--- src/rtl/scene_renderer_if.sv ---
// Pixel-stream and game-state bundle between the VGA/game side and scene_renderer.
// The master drives pixel coordinates and game state; the slave returns colour and pipe positions.
interface scene_renderer_if;
    logic [9:0] x_pos;
    logic [9:0] y_pos;
    logic       vsync;
    logic [9:0] bird_y;
    logic [9:0] gap_y0;
    logic [9:0] gap_y1;
    logic       run;
    logic       game_over;
    logic [2:0] rgb;
    logic       frame_tick;
    logic [9:0] pipe_x0;
    logic [9:0] pipe_x1;

    modport master (
        output x_pos, y_pos, vsync, bird_y, gap_y0, gap_y1, run, game_over,
        input  rgb, frame_tick, pipe_x0, pipe_x1
    );

    modport slave (
        input  x_pos, y_pos, vsync, bird_y, gap_y0, gap_y1, run, game_over,
        output rgb, frame_tick, pipe_x0, pipe_x1
    );
endinterface

--- src/rtl/scene_renderer.sv ---
// Per-pixel flappy bird scene generator: latches game state on each vsync rising edge,
// scrolls two pipes, and renders bird/pipes/ground/background through a 2-stage pipeline.
module scene_renderer #(
    parameter int unsigned H_ACTIVE     = 640,
    parameter int unsigned V_ACTIVE     = 480,
    parameter int unsigned BIRD_X       = 160,
    parameter int unsigned BIRD_SIZE    = 20,
    parameter int unsigned PIPE_W       = 60,
    parameter int unsigned GAP_H        = 120,
    parameter int unsigned PIPE_SPACING = 320,
    parameter int unsigned SCROLL_STEP  = 2,
    parameter int unsigned GROUND_Y     = 440
) (
    input logic             clk,
    input logic             rst,
    scene_renderer_if.slave bus
);

    localparam logic [10:0] H_LIM     = 11'(H_ACTIVE);
    localparam logic [10:0] V_LIM     = 11'(V_ACTIVE);
    localparam logic [10:0] BIRD_L    = 11'(BIRD_X);
    localparam logic [10:0] BIRD_R    = 11'(BIRD_X + BIRD_SIZE);
    localparam logic [10:0] BIRD_SZ   = 11'(BIRD_SIZE);
    localparam logic [10:0] PIPE_WD   = 11'(PIPE_W);
    localparam logic [10:0] GAP_HT    = 11'(GAP_H);
    localparam logic [10:0] GROUND    = 11'(GROUND_Y);
    localparam logic [9:0]  STEP      = 10'(SCROLL_STEP);
    localparam logic [10:0] WRAP_ADD  = 11'(2 * PIPE_SPACING - SCROLL_STEP);
    localparam logic [9:0]  PIPE0_RST = 10'(PIPE_SPACING - 1);
    localparam logic [9:0]  PIPE1_RST = 10'(2 * PIPE_SPACING - 1);

    logic       vs_prev;
    logic       tick_edge;
    logic       frame_tick_r;
    logic [9:0] bird_y_l, gap_y0_l, gap_y1_l;
    logic       run_l, game_over_l;
    logic [9:0] pipe_x0_r, pipe_x1_r;

    assign tick_edge = bus.vsync & ~vs_prev;

    // Left edge moves by one step per running frame; falling below zero re-enters at the far end.
    function automatic logic [9:0] scroll(input logic [9:0] px);
        if (px >= STEP) return px - STEP;
        return 10'({1'b0, px} + WRAP_ADD);
    endfunction

    // NOTE: state registers use non-blocking assignments so every register samples pre-edge values.
    always_ff @(posedge clk) begin
        if (rst) begin
            vs_prev      <= 1'b1;
            frame_tick_r <= 1'b0;
            bird_y_l     <= 10'd240;
            gap_y0_l     <= 10'd180;
            gap_y1_l     <= 10'd180;
            run_l        <= 1'b0;
            game_over_l  <= 1'b0;
            pipe_x0_r    <= PIPE0_RST;
            pipe_x1_r    <= PIPE1_RST;
        end else begin
            vs_prev      <= bus.vsync;
            frame_tick_r <= tick_edge;
            if (tick_edge) begin
                bird_y_l    <= bus.bird_y;
                gap_y0_l    <= bus.gap_y0;
                gap_y1_l    <= bus.gap_y1;
                run_l       <= bus.run;
                game_over_l <= bus.game_over;
                if (bus.run) begin
                    pipe_x0_r <= scroll(pipe_x0_r);
                    pipe_x1_r <= scroll(pipe_x1_r);
                end
            end
        end
    end

    // Stage 1: hit tests on 11-bit operands so coordinate + size never overflows.
    logic [10:0] x, y;
    logic        hit_blank, hit_bird, hit_pipe, hit_ground;

    assign x = {1'b0, bus.x_pos};
    assign y = {1'b0, bus.y_pos};

    function automatic logic pipe_hit(input logic [10:0] px, input logic [10:0] gy,
                                      input logic [10:0] cx, input logic [10:0] cy);
        return (cx >= px) && (cx < px + PIPE_WD) &&
               ((cy < gy) || (cy >= gy + GAP_HT)) && (cy < GROUND);
    endfunction

    assign hit_blank  = (x >= H_LIM) || (y >= V_LIM);
    assign hit_bird   = (x >= BIRD_L) && (x < BIRD_R) &&
                        (y >= {1'b0, bird_y_l}) && (y < {1'b0, bird_y_l} + BIRD_SZ);
    assign hit_pipe   = pipe_hit({1'b0, pipe_x0_r}, {1'b0, gap_y0_l}, x, y) ||
                        pipe_hit({1'b0, pipe_x1_r}, {1'b0, gap_y1_l}, x, y);
    assign hit_ground = (y >= GROUND);

    logic s1_valid, s1_blank, s1_bird, s1_pipe, s1_ground, s1_game_over;
    logic [2:0] colour, rgb_r;

    // NOTE: pipeline registers are reset (unlike a RAM) so rgb is a defined 0 while the pipe refills.
    always_ff @(posedge clk) begin
        if (rst) begin
            s1_valid     <= 1'b0;
            s1_blank     <= 1'b0;
            s1_bird      <= 1'b0;
            s1_pipe      <= 1'b0;
            s1_ground    <= 1'b0;
            s1_game_over <= 1'b0;
            rgb_r        <= 3'b000;
        end else begin
            s1_valid     <= 1'b1;
            s1_blank     <= hit_blank;
            s1_bird      <= hit_bird;
            s1_pipe      <= hit_pipe;
            s1_ground    <= hit_ground;
            s1_game_over <= game_over_l;
            rgb_r        <= colour;
        end
    end

    // Stage 2: priority colour mux, first match wins.
    always_comb begin
        colour = 3'b000;
        if (!s1_valid || s1_blank) colour = 3'b000;
        else if (s1_bird)          colour = 3'b110;
        else if (s1_pipe)          colour = 3'b010;
        else if (s1_ground)        colour = 3'b100;
        else if (s1_game_over)     colour = 3'b101;
        else                       colour = 3'b001;
    end

    assign bus.rgb        = rgb_r;
    assign bus.frame_tick = frame_tick_r;
    assign bus.pipe_x0    = pipe_x0_r;
    assign bus.pipe_x1    = pipe_x1_r;

endmodule

--- src/flat_wrapper.sv ---
// flat-port wrapper written by rule: the top's interface ports become plain ports
module scene_renderer_flat 
#(
    parameter int unsigned H_ACTIVE     = 640,
    parameter int unsigned V_ACTIVE     = 480,
    parameter int unsigned BIRD_X       = 160,
    parameter int unsigned BIRD_SIZE    = 20,
    parameter int unsigned PIPE_W       = 60,
    parameter int unsigned GAP_H        = 120,
    parameter int unsigned PIPE_SPACING = 320,
    parameter int unsigned SCROLL_STEP  = 2,
    parameter int unsigned GROUND_Y     = 440
)
  (clk, rst, bus_x_pos, bus_y_pos, bus_vsync, bus_bird_y, bus_gap_y0, bus_gap_y1, bus_run, bus_game_over, bus_rgb, bus_frame_tick, bus_pipe_x0, bus_pipe_x1);
  scene_renderer_if bus_i ();
  input logic clk;
  input logic rst;
  input wire logic [$bits(bus_i.x_pos)-1:0] bus_x_pos;
  input wire logic [$bits(bus_i.y_pos)-1:0] bus_y_pos;
  input wire logic [$bits(bus_i.vsync)-1:0] bus_vsync;
  input wire logic [$bits(bus_i.bird_y)-1:0] bus_bird_y;
  input wire logic [$bits(bus_i.gap_y0)-1:0] bus_gap_y0;
  input wire logic [$bits(bus_i.gap_y1)-1:0] bus_gap_y1;
  input wire logic [$bits(bus_i.run)-1:0] bus_run;
  input wire logic [$bits(bus_i.game_over)-1:0] bus_game_over;
  output wire logic [$bits(bus_i.rgb)-1:0] bus_rgb;
  output wire logic [$bits(bus_i.frame_tick)-1:0] bus_frame_tick;
  output wire logic [$bits(bus_i.pipe_x0)-1:0] bus_pipe_x0;
  output wire logic [$bits(bus_i.pipe_x1)-1:0] bus_pipe_x1;
  assign bus_i.x_pos = bus_x_pos;
  assign bus_i.y_pos = bus_y_pos;
  assign bus_i.vsync = bus_vsync;
  assign bus_i.bird_y = bus_bird_y;
  assign bus_i.gap_y0 = bus_gap_y0;
  assign bus_i.gap_y1 = bus_gap_y1;
  assign bus_i.run = bus_run;
  assign bus_i.game_over = bus_game_over;
  assign bus_rgb = bus_i.rgb;
  assign bus_frame_tick = bus_i.frame_tick;
  assign bus_pipe_x0 = bus_i.pipe_x0;
  assign bus_pipe_x1 = bus_i.pipe_x1;
  scene_renderer #(.H_ACTIVE(H_ACTIVE), .V_ACTIVE(V_ACTIVE), .BIRD_X(BIRD_X), .BIRD_SIZE(BIRD_SIZE), .PIPE_W(PIPE_W), .GAP_H(GAP_H), .PIPE_SPACING(PIPE_SPACING), .SCROLL_STEP(SCROLL_STEP), .GROUND_Y(GROUND_Y)) u_core (.clk(clk), .rst(rst), .bus(bus_i));
endmodule
--- config.mk ---
export PLATFORM = sky130hd
export DESIGN_NAME = scene_renderer_flat
export DESIGN_NICKNAME = d
export VERILOG_FILES = /design/src/rtl/scene_renderer_if.sv /design/src/rtl/scene_renderer.sv /design/src/flat_wrapper.sv
export SDC_FILE = /design/constraint.sdc
export NUM_CORES = 1
export LEC_CHECK = 0
export CAP_MARGIN = 20
export CORE_ASPECT_RATIO = 1.4
export CORE_MARGIN = 3
export CORE_UTILIZATION = 57
export DETAILED_ROUTE_END_ITERATION = 10
export GPL_TIMING_DRIVEN = 1
export PLACE_DENSITY = 0.83
export SYNTH_ARGS = -nofsm -noshare
export SYNTH_HDL_FRONTEND = slang
export SYNTH_SLANG_ARGS = --single-unit
--- constraint.sdc ---
create_clock -name clk -period 5.79 [get_ports clk]
set_input_delay 0.8685 -clock clk [delete_from_list [all_inputs] [get_ports clk]]
set_output_delay 0.8685 -clock clk [all_outputs]
set_load 0.01 [all_outputs]
## Yosys cells after proc, flatten, opt, wreduce, memory -nomap -nowiden

Cells that the tools add are included.

| storage, ports and cells | value |
|---|---|
| flip-flop bits (word level) | 62 |
| bits of input ports | 55 |
| output and inout bits | 24 |
| logic and storage cells | 80 |

| operators by class | value |
|---|---|
| add/sub/neg operators | 9 |
| magnitude comparators | 18 |
| muxes and demuxes | 17 |
| bitwise operators | 2 |
| reductions and logical operators | 18 |

Operator list:

| operator | number |
|---|---|
| 10-bit two-way mux | 4 |
| 10-bit by 11-bit less-than comparator with 1-bit output | 3 |
| 10-bit >= comparator | 3 |
| 10-bit by 6-bit adder with 11-bit output (second input constant) | 2 |
| 10-bit by 7-bit adder with 11-bit output (second input constant) | 2 |
| 10-bit by 11-bit >= comparator with 1-bit output | 2 |
| 10-bit adder (second input constant) | 2 |
| 10-bit by 2-bit >= comparator with 1-bit output (second input constant) | 2 |
| 10-bit by 9-bit >= comparator with 1-bit output (second input constant) | 2 |
| 10-bit less-than comparator | 2 |
| 10-bit by 2-bit subtractor with 10-bit output (second input constant) | 2 |
| 3-bit two-way mux | 4 |
| 10-bit by 5-bit adder with 11-bit output (second input constant) | 1 |
| 10-bit >= comparator (second input constant) | 1 |
| 10-bit by 8-bit >= comparator with 1-bit output (second input constant) | 1 |
| 10-bit by 8-bit less-than comparator with 1-bit output (second input constant) | 1 |
| 10-bit by 9-bit less-than comparator with 1-bit output (second input constant) | 1 |
| 1-bit logical AND | 9 |
| 1-bit two-way mux | 9 |
| 1-bit logical OR | 5 |
| 5-bit OR reduction | 1 |
| 2-bit AND reduction | 1 |
| 2-bit OR reduction | 1 |
| 1-bit AND | 1 |
| 2 further kinds | 2 |

## Logic depth before layout (Yosys ltp)

Gate-level depths: netlist of the first run.

| depth | value |
|---|---|
| depth in word-level cells | 6 |
| gate-level depth with buffers | 12 |
| depth with buffers taken out | 12 |

## Least setup slack after synthesis of the first run

OpenSTA, ideal clock, no wires.

| timing | value |
|---|---|
| kind | reg2reg |
| from | register u_core.pipe_x0_r[3], in the netlist u_core.bus.pipe_x0[3] |
| to | register u_core.s1_pipe |
| library setup time | 0.117 ns |
| arrival | 2.382 ns |
| required time | 5.673 ns |
| slack | 3.290 ns |
| stages on the path, launching flop included | 12 |
| path buffers | 0 |
| clock period less this slack | 2.500 ns |
| cell sequence | dfxtp_1 > inv_1 > ha_1 > nor3b_4 > nor3_1 > xnor2_1 > ha_1 > nand2_1 > or3_1 > o21ai_0 > a21oi_1 > a32o_1 |

| between the ends | value |
|---|---|
| cells in the longest elaborated chain, start to end | 6 |
| elaborated cells on any way between the ends | 7 |
| those cells by class | add/sub: 1; order compare: 2; reduce/logical: 4 |

Ends and longest elaborated chain:

| item | line | source |
|---|---|---|
| start, declared | scene_renderer.sv:37 | `logic [9:0] pipe_x0_r, pipe_x1_r;` |
| start signal, assigned | scene_renderer.sv:69 | `pipe_x0_r <= scroll(pipe_x0_r);` |
| 10-bit by 6-bit adder with 11-bit output | scene_renderer.sv:85 | `return (cx >= px) && (cx < px + PIPE_WD) &&` |
| 10-bit by 11-bit less-than comparator with 1-bit output | scene_renderer.sv:85 |  |
| 1-bit logical AND (*) (2 in series) | scene_renderer.sv:85 |  |
| 1-bit logical AND (*) | scene_renderer.sv:86 | `((cy < gy) \|\| (cy >= gy + GAP_HT)) && (cy < GROUND);` |
| 1-bit logical OR (*) | scene_renderer.sv:92 | `assign hit_pipe = pipe_hit({1'b0, pipe_x0_r}, {1'b0, gap_y0_l}, x, y) \|\|` |
| end signal, assigned | scene_renderer.sv:113 | `s1_pipe <= hit_pipe;` |
| end, declared | scene_renderer.sv:96 | `logic s1_valid, s1_blank, s1_bird, s1_pipe, s1_ground, s1_game_over;` |

Mark *: on every way between the ends. The rest lies on a longest branch, timed or not.
A chain may end at the register's enable or synchronous reset.

## Worst setup path in the final report of the first run

Ends and elaborated chain as after synthesis.

==> flow_summary.toml, run 1 <==
[status]
status = "finished clean"

[global_route]
grt_pass1_vias = 4732
grt_use_total_pct = 28.0
grt_pass1_wl_microns = 21600
grt_max_degree = 45
grt_overflow_total = 0
grt_antenna_before_repair = 0

[sta]
fin_crit_sh_pct = 47.8
tightest_slew_ns = 0.849
finalMaxSlewViolations = 0
fmax_mhz = 362
setup_viol = 0
layout_min_cycle_time_ns = 2.77
slew-limit-headroom_pct = 43.4
finalSetupTns_ns = 0
rsz0062_at_grt = "false"
hold_viol = 0
finClkSkew_ns = 0.00888

[synthesis]
synth-seq-cells = 60
synth_edf_count = 0
syn_area_per_cell_sq_um = 8.27
synth.distinct_cells = 58
synthArstFlopShare_pct = 0
synth_warnings = 0
synth-seq-area-share_pct = 25.2
synth_cells = 575
synth_area_sq_mm = 0.00476
synth_ff_type = "dfxtp_1"

[clocking]
post_cts_buffers = 0
cts_hold_buf = 0
cts-root-buf = "clkbuf_8"
cts_resized = 0
cts.htree.levels = 3
cts_buffers = 9
clkSlewWorstSetupHoldPaths_ns = 0.07
cts_tree = "done"
clock_sinks = 60
worst_skew_pair.late_latency_ns = 0.35
cts_buffer_depth = 2

[worst_setup_path]
worst-path-max-fanout = 6
critPathSlowestCell = "dfxtp_1"
crit_chain = "inv_1 > ha_1 > nor3b_4 > nor3_1 > xnor2_1 > ha_1 > nand2_1 > or3_1 > o21ai_0 > a21oi_1 > a32o_1"
max_stage_delay_ns = 0.43
cpMostUsedCell = "ha_1"
crit_arrival_ns = 3.02
critPathCaptureType = "flip-flop"
path_class = "flip-flop to flip-flop"
crit_required_ns = 6.04
cp-start-kind = "flip-flop"

[pwr]
total_power_w = 0.00109
power_density_mw_per_mm2 = 188
vdd_drop_max_mv = 0.153
leakagePower_nw = 2.53

[floorplanning]
die_x_microns = 83.2
row_count = 38
die_height_microns = 114
fp.coreArea_sq_mm = 0.00794
start_util_pct = 59.9
dieArea_sq_mm = 0.00949
pin_count = 79

[final_layout]
drive_gt1_share_pct = 4.29
fillers = 623
diodes = 0
nets = 798
syn_to_final_growth_pct = 21.8

[flow_run]
drv_cap = 0

[route]
avgRoutedWirePerCell_microns = 16.8
vias = 4389
drcViolationCount = 0
dr.pass1.iters = 4
wl_microns = 12600
first_iter_violations = 204
drtAntennaViolNets = 0
avgViaCountPerCell = 5.83

[placed_design]
hpwl_microns = 9680
gp_congestion = 0.904
numPortBuffers = 76

[worst_hold_path]
hp-class = "flip-flop to flip-flop"
## cell usage after synthesis, drive strengths merged, types with 7 or more instances
cell | n | area share (%)
nand2 | 82 | 6.5
dfxtp | 60 | 25
a21oi | 46 | 4.8
o21ai | 23 | 2.4
nand3 | 13 | 1.5
nor2 | 22 | 1.7
clkbuf | 11 | 0.87
nand2b | 7 | 0.92
o211ai | 17 | 2.7
a21o | 8 | 1.3
inv | 52 | 4.1
xnor2 | 38 | 7.0
nor3 | 16 | 1.7
buf | 7 | 1.3
ha | 95 | 25
## cell usage in the layout, fill, tap and decap left out, types with 17 or more instances in the layout
master	count
inv_1	52
nor2_1	22
xnor2_1	38
nand2_1	82
o211ai_1	17
ha_1	95
a21oi_1	46
clkdlybuf4s50_1	76
o21ai_0	23
dfxtp_1	60
## path summary, 6_finish.rpt
path / from / cells past startpoint / slack (ns) / end
max: u_core.bus.pipe_x0[3] / 11 / 3.02 / u_core.s1_pipe
min: u_core.s1_ground / 1 / 0.44 / u_core.bus.rgb[0]
max reg2reg: u_core.bus.pipe_x0[3] / 11 / 3.02 / u_core.s1_pipe
min reg2reg: u_core.s1_ground / 1 / 0.44 / u_core.bus.rgb[0]
## area by class of cell
cell class / instances / area, sq um / share of cell area [%]
Timing Repair Buffer: 79 / 783 / 13.5
Sequential cell: 60 / 1200 / 20.7
Clock inverter: 6 / 87.6 / 1.51
Tap cell: 100 / 125 / 2.16
Clock buffer: 10 / 138 / 2.37
Multi-Input combinational cell: 446 / 3270 / 56.3
Inverter: 52 / 195 / 3.37
## flip-flops by register name, summed over array words and instances, names as in the netlist
signal,cells
u_core.s1_game_over,1
u_core.bus.pipe_x0,9
u_core.s1_pipe,1
u_core.s1_blank,1
u_core.s1_valid,1
u_core.gap_y1_l,10
u_core.bird_y_l,10
u_core.gap_y0_l,10
u_core.bus.rgb,3
u_core.game_over_l,1
u_core.s1_bird,1
u_core.s1_ground,1
u_core.bus.pipe_x1,9
u_core.vs_prev,1
u_core.bus.frame_tick,1
## layer usage
| metal | track usage [%] | vias up | wire length (microns) | part of all wire [%] |
|---|---|---|---|---|
| li1 | - | 2181 | - | - |
| met1 | 29.6 | 2053 | 4910 | 39 |
| met2 | 53.4 | 126 | 6740 | 53 |
| met3 | 5.26 | 29 | 555 | 4.4 |
| met4 | 12.4 | 0 | 441 | 3.5 |
| met5 | 0 | - | 0 | 0 |
## critical path: cells and delay by family (launching register included)
kind | cells | cell delay, ns
AO/OA/AOI/OAI | 3 | 0.54
AND/OR/NAND/NOR | 4 | 0.85
buffers and inverters | 1 | 0.17
flip-flops | 1 | 0.43
adder cells (fa/ha/maj) | 2 | 0.56
XOR/XNOR | 1 | 0.11
## stage by stage
stage / hold WS (ns) / setup WS, ns / std cells / util [%] / instance area [sq um]
detailed placement: 0.427 / 2.68 / 737 / 70.2 / 5570
finish: 0.442 / 3.02 / 753 / 73.0 / 5800
global route: 0.465 / 2.81 / 753 / 73.0 / 5800
global placement: 0.425 / 2.73 / 737 / 70.2 / 5570
CTS: 0.440 / 3.04 / 753 / 73.0 / 5800
floorplan: 0.399 / 3.29 / 576 / - / 4760
## cell families (layout without fill, tap and decap cells)
| logic type | Yosys count | count (layout) | synth area share [%] |
|---|---|---|---|
| AO/OA/AOI/OAI | 139 | 139 | 18.9 |
| XOR/XNOR | 39 | 39 | 7.18 |
| adder cells (fa/ha/maj) | 95 | 95 | 25.0 |
| buffers and inverters | 70 | 147 | 6.23 |
| flip-flops | 60 | 60 | 25.2 |
| other | 1 | 2 | 0.0788 |
| AND/OR/NAND/NOR | 171 | 171 | 17.4 |
## report_power, final
part / total [W] / switching, W / internal [W]
registers: 0.000438 / 0.0000118 / 0.000426
clock network: 0.000433 / 0.000180 / 0.000253
logic: 0.000219 / 0.000112 / 0.000107
total: 0.00109 / 0.000304 / 0.000786
Power figures use the tool's default switching activity.
==> inputs of run 2 (changes only) <==
CORE_UTILIZATION = 55   (was 57)
PLACE_DENSITY = 0.8   (was 0.83)
clock period = 2.6 ns   (was 5.79 ns; I/O delays follow)
==> flow_summary.toml, run 2 (synthesis results as in run 1) <==
[status]
status = "finished clean"

[pwr]
vdd_drop_max_mv = 0.402
leakagePower_nw = 2.66
power_density_mw_per_mm2 = 447

[global_route]
use_met1_pct = 30.8
grt_use_total_pct = 28.2
grt_antenna_before_repair = 0
grt_pass1_wl_microns = 22000
grt_max_degree = 43
grt_pass1_vias = 4636
grt_overflow_total = 0
use_met3_pct = 6.12
use_met2_pct = 51.6
grt-busiest-layer = "met2"

[sta]
slew-limit-headroom_pct = 45.4
fin_crit_sh_pct = 93.3
finClkSkew_ns = 0.00555
finalSetupTns_ns = 0
rsz0062_at_grt = "false"
setup_viol = 0
fmax_mhz = 412
hold_viol = 0
tightest_slew_ns = 0.819
layout_min_cycle_time_ns = 2.43
finalMaxSlewViolations = 0
setup_ws_ns = 0.173

[worst_hold_path]
hp-class = "flip-flop to flip-flop"

[floorplanning]
die_height_microns = 116
row_count = 39
pin_count = 79
dieArea_sq_mm = 0.00982
die_x_microns = 84.6
start_util_pct = 57.3
fp.coreArea_sq_mm = 0.00830

[clocking]
cts-root-buf = "clkbuf_16"
cts.htree.levels = 3
worst_skew_pair.late_latency_ns = 0.34
cts_tree = "done"
clock_sinks = 60
cts_buffer_depth = 2
clkSlewWorstSetupHoldPaths_ns = 0.06
cts_buffers = 9

[final_layout]
syn_to_final_growth_pct = 26.8
most-common-layout-cells = "ha_1 (95), nand2_1 (82), clkdlybuf4s50_1 (76)"
fillers = 671
mostFrequentLayoutCell = "ha_1"
nets = 816
diodes = 0
drive_gt1_share_pct = 7.75
reg_top3 = "u_core.bird_y_l: 10 flops, u_core.gap_y0_l: 10 flops, u_core.gap_y1_l: 10 flops"

[placed_design]
numPortBuffers = 76
post-place-ws_ns = 0.0928
gp_congestion = 0.991
hpwl_microns = 10000

[route]
vias = 4543
dr.pass1.iters = 5
wl_microns = 13400
avgViaCountPerCell = 5.88
drtAntennaViolNets = 0
first_iter_violations = 245
drcViolationCount = 0
avgRoutedWirePerCell_microns = 17.3

[worst_setup_path]
crit_arrival_ns = 2.66
critPathSlowestCell = "a2111o_1"
crit_required_ns = 2.83
cp-start-kind = "flip-flop"
critPathTopFamily = "compound AO/OA/AOI/OAI gates"
critPathCaptureType = "flip-flop"
crit_chain = "inv_1 > ha_1 > nand3_1 > nand3_1 > xnor2_1 > ha_1 > a2111o_1 > o221ai_1 > o22ai_1 > a32o_1"
worst-path-max-fanout = 4
max_stage_delay_ns = 0.43
worst-path-buf-inv = 1
path_class = "flip-flop to flip-flop"

[flow_run]
drv_cap = 0
## run 2: cell count changes in the layout (fill, tap and decap cells not counted), sizes merged
cell and delta:
buf +18, clkinv +2, bufinv -1, clkinvlp -1
## run 2: final cells by class
type / instances / area, sq um / share of cell area (%)
Clock inverter: 6 / 63.8 / 1.06
Inverter: 52 / 195 / 3.24
Multi-Input combinational cell: 446 / 3290 / 54.5
Tap cell: 102 / 128 / 2.12
Sequential cell: 60 / 1200 / 20.0
Timing Repair Buffer: 97 / 918 / 15.2
Clock buffer: 10 / 239 / 3.96
## run 2: final timing paths
path / from / endpoint / slack, ns / cells after the start
setup / recovery: u_core.gap_y0_l[3] / u_core.s1_pipe / 0.17 / 10
hold / removal: u_core.s1_ground / u_core.bus.rgb[0] / 0.45 / 1
setup reg to reg: u_core.gap_y0_l[3] / u_core.s1_pipe / 0.17 / 10
hold reg to reg: u_core.s1_ground / u_core.bus.rgb[0] / 0.45 / 1
## run 2: layer usage
metal / routed length, microns / up-vias / share of wire [%]
li1: - / 2234 / -
met2: 7010 / 148 / 52
met3: 594 / 38 / 4.4
met4: 534 / 0 / 4.0
met5: 0 / - / 0
met1: 5220 / 2123 / 39
## run 2: worst register-to-register path: cells and delay by family (launching register included)
kind,cells,cell delay (ns)
compound gates,4,0.98
xor+xnor,1,0.20
fa+ha+maj,2,0.48
buf+inv,1,0.06
flops,1,0.35
simple gates,2,0.26
## run 2: through the flow
stage	cells	cell area [sq um]	power, W	util, %	hold WS, ns
final	773	6030	0.00269	72.7	0.455
after global routing	773	6030	0.00282	72.7	0.481
after CTS	771	6000	0.00270	72.3	0.448
after detailed placement	755	5690	0.00149	68.6	0.425
after global placement	755	5690	0.00146	68.6	0.432
after floorplan	576	4760	0.00127	-	0.399
## run 2: power breakdown
| part | internal, W | switching (W) |
|---|---|---|
| clock | 0.000765 | 0.000452 |
| sequential | 0.000950 | 0.0000253 |
| combinational | 0.000250 | 0.000252 |
## run 2: repair_timing
item / CTS / global route
buffers inserted: 0 / 2
hold buffers: 0 / 0
endpoints found under the setup margin: 0 / 1
resized for setup: 0 / 7
==> inputs of run 3 (changes only) <==
CTS_CLUSTER_DIAMETER = 200   (was not set)
==> results of run 3 <==
No change in the layout: final DEF, timing and power equal those of run 2.
